===== config.mk =====
export PLATFORM = sky130hd
export DESIGN_NAME = pixel_stream_gen_flat
export DESIGN_NICKNAME = d
export VERILOG_FILES = /design/src/rtl/pixel_stream_gen_if.sv /design/src/rtl/pixel_stream_gen.sv /design/src/flat_wrapper.sv
export SDC_FILE = /design/constraint.sdc
export NUM_CORES = 1
export LEC_CHECK = 0
export CORE_MARGIN = 1
export CORE_UTILIZATION = 44
export DETAILED_ROUTE_END_ITERATION = 16
export GPL_TIMING_DRIVEN = 0
export PLACE_DENSITY = 0.74
export SYNTH_ARGS = -nofsm -noshare
export SYNTH_HDL_FRONTEND = slang
export SYNTH_SLANG_ARGS = --single-unit

===== constraint.sdc =====
create_clock -name iClk -period 1.5 [get_ports iClk]
set_input_delay 0.45 -clock iClk [delete_from_list [all_inputs] [get_ports iClk]]
set_output_delay 0.45 -clock iClk [all_outputs]
set_load 0.005 [all_outputs]

===== src/rtl/pixel_stream_gen_if.sv =====
// Pixel source bus: pacing/start inputs, image memory read port and the
// output pixel stream with frame sideband.
interface pixel_stream_gen_if #(
  parameter int DATA_W = 8,
  parameter int ADDR_W = 8
);
  logic              iEnable;
  logic              iStart;
  logic [DATA_W-1:0] iMemData;
  logic              oMemRe;
  logic [ADDR_W-1:0] oMemAddr;
  logic              oValid;
  logic [DATA_W-1:0] oPixel;
  logic              oSof;
  logic              oEol;
  logic              oEof;
  logic              oDone;
  logic              oBusy;

  // master: the pixel generator itself
  modport master (
    input  iEnable, iStart, iMemData,
    output oMemRe, oMemAddr, oValid, oPixel, oSof, oEol, oEof, oDone, oBusy
  );

  // slave: the environment (pacer, memory, stream consumer)
  modport slave (
    output iEnable, iStart, iMemData,
    input  oMemRe, oMemAddr, oValid, oPixel, oSof, oEol, oEof, oDone, oBusy
  );
endinterface


===== src/rtl/pixel_stream_gen.sv =====
// Enable-paced raster image source: one memory read per iEnable strobe,
// pixel emitted two cycles later with SOF/EOL/EOF sideband.
module pixel_stream_gen #(
  parameter int IMG_W  = 16,
  parameter int IMG_H  = 16,
  parameter int DATA_W = 8,
  parameter int ADDR_W = 8
) (
  input  logic               iClk,
  input  logic               iRst,
  pixel_stream_gen_if.master bus
);

  localparam int COL_W = (IMG_W > 1) ? $clog2(IMG_W) : 1;
  localparam int ROW_W = (IMG_H > 1) ? $clog2(IMG_H) : 1;
  localparam logic [COL_W-1:0] COL_LAST = COL_W'(IMG_W - 1);
  localparam logic [ROW_W-1:0] ROW_LAST = ROW_W'(IMG_H - 1);

  typedef enum logic [1:0] {
    S_IDLE,
    S_RUN,
    S_DRAIN
  } state_e;

  state_e state_q, state_d;

  logic [COL_W-1:0]  col_q, col_d;
  logic [ROW_W-1:0]  row_q, row_d;
  logic [ADDR_W-1:0] addr_q, addr_d;

  // stage 1: read issued, memory data arrives this cycle
  logic s1_valid_q, s1_sof_q, s1_eol_q, s1_eof_q;
  // stage 2: registered output beat
  logic              valid_q, sof_q, eol_q, eof_q;
  logic [DATA_W-1:0] pixel_q;

  logic rd_en;
  logic busy;
  logic last_pix;

  assign last_pix = (col_q == COL_LAST) && (row_q == ROW_LAST);

  always_ff @(posedge iClk or negedge iRst) begin
    if (!iRst) state_q <= S_IDLE;
    else       state_q <= state_d;
  end

  always_comb begin
    state_d = state_q;
    unique case (state_q)
      S_IDLE:  if (bus.iStart)         state_d = S_RUN;
      S_RUN:   if (rd_en && last_pix)  state_d = S_DRAIN;
      // the final beat is on the outputs now, so the frame is complete
      S_DRAIN: if (eof_q)              state_d = S_IDLE;
      default:                         state_d = S_IDLE;
    endcase
  end

  always_comb begin
    rd_en = 1'b0;
    busy  = 1'b0;
    unique case (state_q)
      S_RUN: begin
        rd_en = bus.iEnable;
        busy  = 1'b1;
      end
      S_DRAIN: busy = 1'b1;
      default: ;
    endcase
  end

  always_comb begin
    col_d  = col_q;
    row_d  = row_q;
    addr_d = addr_q;
    if (state_q == S_IDLE && bus.iStart) begin
      col_d  = '0;
      row_d  = '0;
      addr_d = '0;
    end else if (rd_en) begin
      addr_d = addr_q + ADDR_W'(1);
      if (col_q == COL_LAST) begin
        col_d = '0;
        row_d = row_q + ROW_W'(1);
      end else begin
        col_d = col_q + COL_W'(1);
      end
    end
  end

  always_ff @(posedge iClk or negedge iRst) begin
    if (!iRst) begin
      col_q  <= '0;
      row_q  <= '0;
      addr_q <= '0;
    end else begin
      col_q  <= col_d;
      row_q  <= row_d;
      addr_q <= addr_d;
    end
  end

  always_ff @(posedge iClk or negedge iRst) begin
    if (!iRst) begin
      s1_valid_q <= 1'b0;
      s1_sof_q   <= 1'b0;
      s1_eol_q   <= 1'b0;
      s1_eof_q   <= 1'b0;
      valid_q    <= 1'b0;
      sof_q      <= 1'b0;
      eol_q      <= 1'b0;
      eof_q      <= 1'b0;
      pixel_q    <= '0;
    end else begin
      s1_valid_q <= rd_en;
      s1_sof_q   <= rd_en && (col_q == '0) && (row_q == '0);
      s1_eol_q   <= rd_en && (col_q == COL_LAST);
      s1_eof_q   <= rd_en && last_pix;
      valid_q    <= s1_valid_q;
      sof_q      <= s1_sof_q;
      eol_q      <= s1_eol_q;
      eof_q      <= s1_eof_q;
      if (s1_valid_q) pixel_q <= bus.iMemData;
    end
  end

  assign bus.oMemRe   = rd_en;
  assign bus.oMemAddr = addr_q;
  assign bus.oValid   = valid_q;
  assign bus.oPixel   = pixel_q;
  assign bus.oSof     = sof_q;
  assign bus.oEol     = eol_q;
  assign bus.oEof     = eof_q;
  assign bus.oDone    = eof_q;
  assign bus.oBusy    = busy;

endmodule


===== src/flat_wrapper.sv =====
// flat-port wrapper written by rule: the top's interface ports become plain ports
module pixel_stream_gen_flat 
#(
  parameter int IMG_W  = 16,
  parameter int IMG_H  = 16,
  parameter int DATA_W = 8,
  parameter int ADDR_W = 8
)
  (iClk, iRst, bus_iEnable, bus_iStart, bus_iMemData, bus_oMemRe, bus_oMemAddr, bus_oValid, bus_oPixel, bus_oSof, bus_oEol, bus_oEof, bus_oDone, bus_oBusy);
  pixel_stream_gen_if #(.DATA_W(DATA_W), .ADDR_W(ADDR_W)) bus_i ();
  input  logic iClk;
  input  logic iRst;
  input wire logic [$bits(bus_i.iEnable)-1:0] bus_iEnable;
  input wire logic [$bits(bus_i.iStart)-1:0] bus_iStart;
  input wire logic [$bits(bus_i.iMemData)-1:0] bus_iMemData;
  output wire logic [$bits(bus_i.oMemRe)-1:0] bus_oMemRe;
  output wire logic [$bits(bus_i.oMemAddr)-1:0] bus_oMemAddr;
  output wire logic [$bits(bus_i.oValid)-1:0] bus_oValid;
  output wire logic [$bits(bus_i.oPixel)-1:0] bus_oPixel;
  output wire logic [$bits(bus_i.oSof)-1:0] bus_oSof;
  output wire logic [$bits(bus_i.oEol)-1:0] bus_oEol;
  output wire logic [$bits(bus_i.oEof)-1:0] bus_oEof;
  output wire logic [$bits(bus_i.oDone)-1:0] bus_oDone;
  output wire logic [$bits(bus_i.oBusy)-1:0] bus_oBusy;
  assign bus_i.iEnable = bus_iEnable;
  assign bus_i.iStart = bus_iStart;
  assign bus_i.iMemData = bus_iMemData;
  assign bus_oMemRe = bus_i.oMemRe;
  assign bus_oMemAddr = bus_i.oMemAddr;
  assign bus_oValid = bus_i.oValid;
  assign bus_oPixel = bus_i.oPixel;
  assign bus_oSof = bus_i.oSof;
  assign bus_oEol = bus_i.oEol;
  assign bus_oEof = bus_i.oEof;
  assign bus_oDone = bus_i.oDone;
  assign bus_oBusy = bus_i.oBusy;
  pixel_stream_gen #(.IMG_W(IMG_W), .IMG_H(IMG_H), .DATA_W(DATA_W), .ADDR_W(ADDR_W)) u_core (.iClk(iClk), .iRst(iRst), .bus(bus_i));
endmodule

==> impl_metrics.tcl, run 1 <==
set metrics [dict create \
    startpoint_type "flip-flop" \
    yosys.area_share.adder 0.0814 \
    start_util 0.461 \
    wirelength_um 3370 \
    min_period_over_period 1.16 \
    dieHeight_um 61.1 \
    path_class "flip-flop to output port" \
    hp-class "input port to async pin" \
    cts-root-buf "clkbuf_4" \
    cp_cell_sequence "buf_6 > ha_4 > nand2_8 > inv_6 > buf_6" \
    place_congestion 0.787 \
    num-nets-final 218 \
    ant_nets 0 \
    cp.required_ps 1050 \
    r2r_slack_ps -180 \
    drc_errors 0 \
    rows 21 \
    worst_pin_slew_ps 741 \
    mostFrequentLayoutCells "33 x dfrtp_1, 20 x dlygate4sd2_1, 19 x buf_4" \
    cts_buffers 5 \
    p_leak_nw 1.14 \
    portBuffers 34 \
    power_w 0.00326 \
    setup_ws_ps -235 \
    grt_pass1_wl_um 4620 \
    synth_seq_area_share 0.553 \
    crit_slowest_cell "dfrtp_2" \
    synthMuxAreaShare 0.0732 \
    worstPathMaxFanout 2 \
    h-tree-depth 2 \
    synth_fp_nets 155 \
    detail_route.wl_per_cell_um 13.9 \
    grt_max_degree 35 \
    synthXorXnorAreaFrac 0.0513 \
    grtUsageTotal 0.175 \
    synth_top_family_by_area "simple AND/OR/NAND/NOR gates" \
    cpPeakStageDelay_ps 440 \
    drt_iter0_markers 26 \
    rsz0062_at_grt "true" \
    avgSynthCellArea_um2 11.6 \
    fin_skew_ps 11.8 \
    slew_viol_final 0 \
    ioPinCount 35 \
    clkSinkCount 34 \
    synth_edf_count 0 \
    ys.flop_type "dfrtp_1" \
    vdd_drop_max_mv 0.965 \
    area_delta_synth_final_pct 47.5 \
    r2r_cells 7 \
    fp.dieW_um 61.1 \
    crit_family "flip-flops" \
    antenna_found_initial 0 \
    rr_startpoint "u_core.state_q[1]" \
    crit_top_cell "buf_6" \
    hold_buffers 0 \
    synth-simple-area-share 0.154 \
    fillCellCount 247 \
    synth.distinct_cells 28 \
    grt-ovfl-total 0 \
    vias_per_cell 4.89 \
    cap_violations 0 \
    max_slew_margin 0.506 \
    final_cell_count_no_fill 243 \
    cp-end-kind "output port" \
    fin_util 0.680 \
    final_common_cell "dfrtp_1" \
    async_reset_ff_frac 1.00 \
    cts.reportedPaths.clkPinSlew_ps 110 \
    fp.coreArea_um2 3340 \
    hold_viol 0 \
    failed_checks "setup timing" \
    diodes 0 \
    synth_compound_area_frac 0.0488 \
    drive_gt1_frac 0.330 \
    die-area_um2 3740 \
    dpl.cell_count 213 \
    grt_pass1_vias 1101 \
    cp.arrival_ps 1280 \
    fin_crit_ps 1730 \
    synth_warnings 0 \
    dr_total_vias 1188 \
    r2r-end "u_core.state_q[1]" \
    hpwlAfterDp_um 1850 \
    max_freq_mhz 576 \
    ys_ff_latch 34 \
    synthesis.area_um2 1540 \
    status "finished, violations left" \
    drt-pass1-iter-count 6 \
    cts_tree "built" \
    insertion_delay_ps 340 \
    clock_path_buffers 2 \
    cellPowerDensity_nw_per_um2 1440 \
    synthCells 133 \
    setup_viol 10 \
    critPathBufInv 3 \
]
## Yosys cell counts, types with 2 or more instances
cell | count | area [um2]
ha_1 | 10 | 125
mux2_1 | 2 | 22.5
xor2_1 | 3 | 26.3
or3_1 | 2 | 12.5
nor3_1 | 5 | 25.0
nand2_1 | 13 | 48.8
clkbuf_1 | 2 | 7.51
mux2_2 | 8 | 90.1
o21ai_0 | 3 | 15.0
inv_1 | 8 | 30.0
dfrtp_1 | 34 | 851
xnor2_1 | 6 | 52.6
nor2_1 | 11 | 41.3
a21oi_1 | 9 | 45.0
and2_2 | 2 | 15.0
nand3_1 | 3 | 15.0
## flip-flops by register name, indices dropped and copies added, names as in the netlist
name                 cells
u_core.bus.oPixel        8
u_core.col_q             4
u_core.row_q             4
u_core.bus.oEol          1
u_core.s1_eof_q          1
u_core.s1_eol_q          1
u_core.s1_sof_q          1
u_core.bus.oMemAddr      8
u_core.bus.oDone         1
u_core.state_q           2
u_core.bus.oSof          1
u_core.s1_valid_q        1
u_core.bus.oValid        1
## through the flow
stage               TNS, ps  hold WS [ps]  setup slack [ps]  instance area (um2)
floorplan                 0           154              33.5                 1550
global placement     -29540           332              -680                 1950
detailed placement    -6740           337              -682                 1940
CTS                   -1480           185              -206                 2190
global route          -2190           219              -259                 2270
finish                -1670           167              -235                 2270
## worst max-delay path by stage
stage,slack (ps),to,cells past startpoint,from
final,-230,bus_oMemRe,5,u_core.state_q[0]
after global routing,-260,bus_oMemRe,5,u_core.state_q[0]
after CTS,-210,bus_oMemRe,5,u_core.state_q[0]
after detailed placement,-680,bus_oMemRe,4,bus_iEnable
after global placement,-680,u_core.bus.oMemAddr[5],1,iRst
after floorplan,30,u_core.state_q[0],6,u_core.state_q[1]
## report_power, final
part	switching, W	internal (W)	leakage, nW	total, W
clock	0.000294	0.000227	0.0353	0.000521
combinational	0.000634	0.000847	0.661	0.00148
sequential	0.000121	0.00114	0.448	0.00126
## layer usage
layer / track usage / share of wire / vias to the layer above / routed length [um]
met3: 0.0588 / 0.053 / 9 / 177
met1: 0.196 / 0.41 / 577 / 1390
li1: - / - / 564 / -
met4: 0.0779 / 0.026 / 0 / 89
met5: 0 / 0 / - / 0
met2: 0.303 / 0.51 / 38 / 1710
## kinds of logic after synthesis
family,count (synthesis)
flip-flops,34
adder cells (fa/ha/maj),10
multiplexers,10
XOR/XNOR,9
buffers and inverters,13
AO/OA/AOI/OAI,13
AND/OR/NAND/NOR,44
## timing repair
action                                  CTS  global route
endpoints found under the setup margin   37            18
resized for setup                        51            12
pin swaps                                 4             7
setup buffers                            21             2
## final cells by class
type	instances	area, um2	share of cell area
clock buffers	7	55.1	0.0243
plain buffers	3	16.3	0.00717
well taps	46	57.6	0.0254
multi-input cells	86	739	0.326
inverters	9	41.3	0.0182
clock inverters	1	5.00	0.00221
repair buffers	57	502	0.221
flip-flops and latches	34	852	0.376
(Power assumes the default switching activity.)
==> run 2, diff against run 1 <==
- HOLD_SLACK_MARGIN: not set -> 0.15
==> results of run 2 <==
Same layout as run 1: the final DEF is identical, and so are final timing and power.
==> run 3, diff against run 2 <==
- SKIP_LAST_GASP: not set -> 1
==> run 3 against run 2 <==
The run still ends with setup timing left; power fell by 0.24%; sequential power barely moved; global-route usage barely moved; critical path type unchanged; largest cell class unchanged; highest routed layer unchanged.
==> impl_metrics.tcl, run 3 (same netlist as run 1, synthesis figures left out) <==
set metrics [dict create \
    rsz0062_at_grt "true" \
    dr_total_vias 1191 \
    busiest_layer "met2" \
    slew_viol_final 0 \
    startpoint_type "flip-flop" \
    r2r-end "u_core.state_q[1]" \
    status "finished, violations left" \
    drt-pass1-iter-count 6 \
    cts-root-buf "clkbuf_4" \
    critPathBufInv 3 \
    cp.arrival_ps 1270 \
    die-area_um2 3740 \
    max_freq_mhz 580 \
    grt_pass1_vias 1101 \
    seq_area_um2 852 \
    cap_violations 0 \
    portBuffers 34 \
    cp-end-kind "output port" \
    final_area_um2 2260 \
    hpwlAfterDp_um 1850 \
    cpPeakStageDelay_ps 430 \
    preCtsSetupSlack_ps -682 \
    wirelength_um 3350 \
    drc_errors 0 \
    fillCellCount 249 \
    cp_cell_sequence "buf_6 > ha_4 > nand2_8 > inv_6 > buf_6" \
    finalSetupTns_ps -1600 \
    clock_path_buffers 2 \
    met2_usage 0.303 \
    grtUsageMet3 0.0588 \
    grt-ovfl-total 0 \
    diodes 0 \
    fp.coreArea_um2 3340 \
    worstPathMaxFanout 2 \
    vdd_drop_max_mv 0.958 \
    rows 21 \
    fin_skew_ps 11.6 \
    multi_input_area_um2 731 \
    vias_per_cell 4.90 \
    grt_max_degree 35 \
    place_congestion 0.787 \
    cp.required_ps 1050 \
    placed_area_um2 1940 \
    area_delta_synth_final_pct 46.9 \
    r2r_cells 5 \
    max_slew_margin 0.506 \
    ant_nets 0 \
    rr_startpoint "u_core.col_q[0]" \
    setup_viol 10 \
    cts.reportedPaths.clkPinSlew_ps 110 \
    cts_buffers 5 \
    power_w 0.00325 \
    final_common_cell "dfrtp_1" \
    failed_checks "setup timing" \
    dpl.cell_count 213 \
    crit_family "flip-flops" \
    insertion_delay_ps 340 \
    r2r_slack_ps -200 \
    drive_gt1_frac 0.330 \
    crit_top_cell "buf_6" \
    worst_pin_slew_ps 741 \
    detail_route.wl_per_cell_um 13.8 \
    start_util 0.461 \
    p_leak_nw 1.14 \
    min_period_over_period 1.15 \
    drt_iter0_markers 41 \
    setup_ws_ps -224 \
    final_cell_count_no_fill 243 \
    ioPinCount 35 \
    hold_viol 0 \
    fin_crit_ps 1720 \
    dieHeight_um 61.1 \
    hold_buffers 0 \
    use_met1 0.195 \
    mostFrequentLayoutCells "33 x dfrtp_1, 20 x dlygate4sd2_1, 19 x buf_4" \
    grtUsageTotal 0.175 \
    num-nets-final 218 \
    path_class "flip-flop to output port" \
    h-tree-depth 2 \
    clkSinkCount 34 \
    crit_slowest_cell "dfrtp_2" \
    hp-class "input port to async pin" \
    cts_tree "built" \
    antenna_found_initial 0 \
    grt_pass1_wl_um 4610 \
    cellPowerDensity_nw_per_um2 1440 \
    fp.dieW_um 61.1 \
]
[run 3: worst register-to-register path: stages, from the launching register on]
cell,delay [ps]
dfrtp_1,440
ha_2,250
nand4_2,180
nor3_4,260
o221ai_2,150
mux2_4,320
[run 3: layout make-up]
| type | count | share of cell area |
|---|---|---|
| plain buffers | 3 | 0.00720 |
| clock buffers | 7 | 0.0244 |
| clock inverters | 1 | 0.00221 |
| inverters | 9 | 0.0183 |
| multi-input cells | 86 | 0.323 |
| flip-flops and latches | 34 | 0.377 |
| well taps | 46 | 0.0255 |
| repair buffers | 57 | 0.222 |
[run 3: through the flow]
stage               utilization  hold WS [ps]
detailed placement        0.582           337
global placement          0.584           332
floorplan                     -           154
finish                    0.677           172
global route              0.677           219
CTS                       0.656           185
[run 3: worst max-delay path by stage]
stage	start	end	slack (ps)	cells past startpoint
2_1_floorplan	u_core.state_q[1]	u_core.state_q[0]	30	6
3_3_place_gp	iRst	u_core.bus.oMemAddr[5]	-680	1
3_5_place_dp	bus_iEnable	bus_oMemRe	-680	4
4_1_cts	u_core.state_q[0]	bus_oMemRe	-210	5
5_1_grt	u_core.col_q[1]	u_core.state_q[1]	-270	5
6_report	u_core.state_q[0]	bus_oMemRe	-220	5
[run 3: per-layer routing]
metal  up-vias  part of all wire
met5         -                 0
met4         0             0.027
met3         9             0.053
met2        39              0.51
met1       578              0.41
li1        565                 -
[run 3: repair_timing]
| action | 4_1_cts | 5_1_grt |
|---|---|---|
| endpoints found under the setup margin | 37 | 18 |
| pin swaps | 4 | 7 |
| gates cloned | 0 | 0 |
| setup buffers | 21 | 2 |
| gates resized for setup | 50 | 12 |
[run 3: report_power, final]
group / internal, W / total (W) / switching (W)
clock: 0.000227 / 0.000519 / 0.000292
combinational: 0.000847 / 0.00148 / 0.000631
sequential: 0.00114 / 0.00125 / 0.000118
total: 0.00221 / 0.00325 / 0.00104
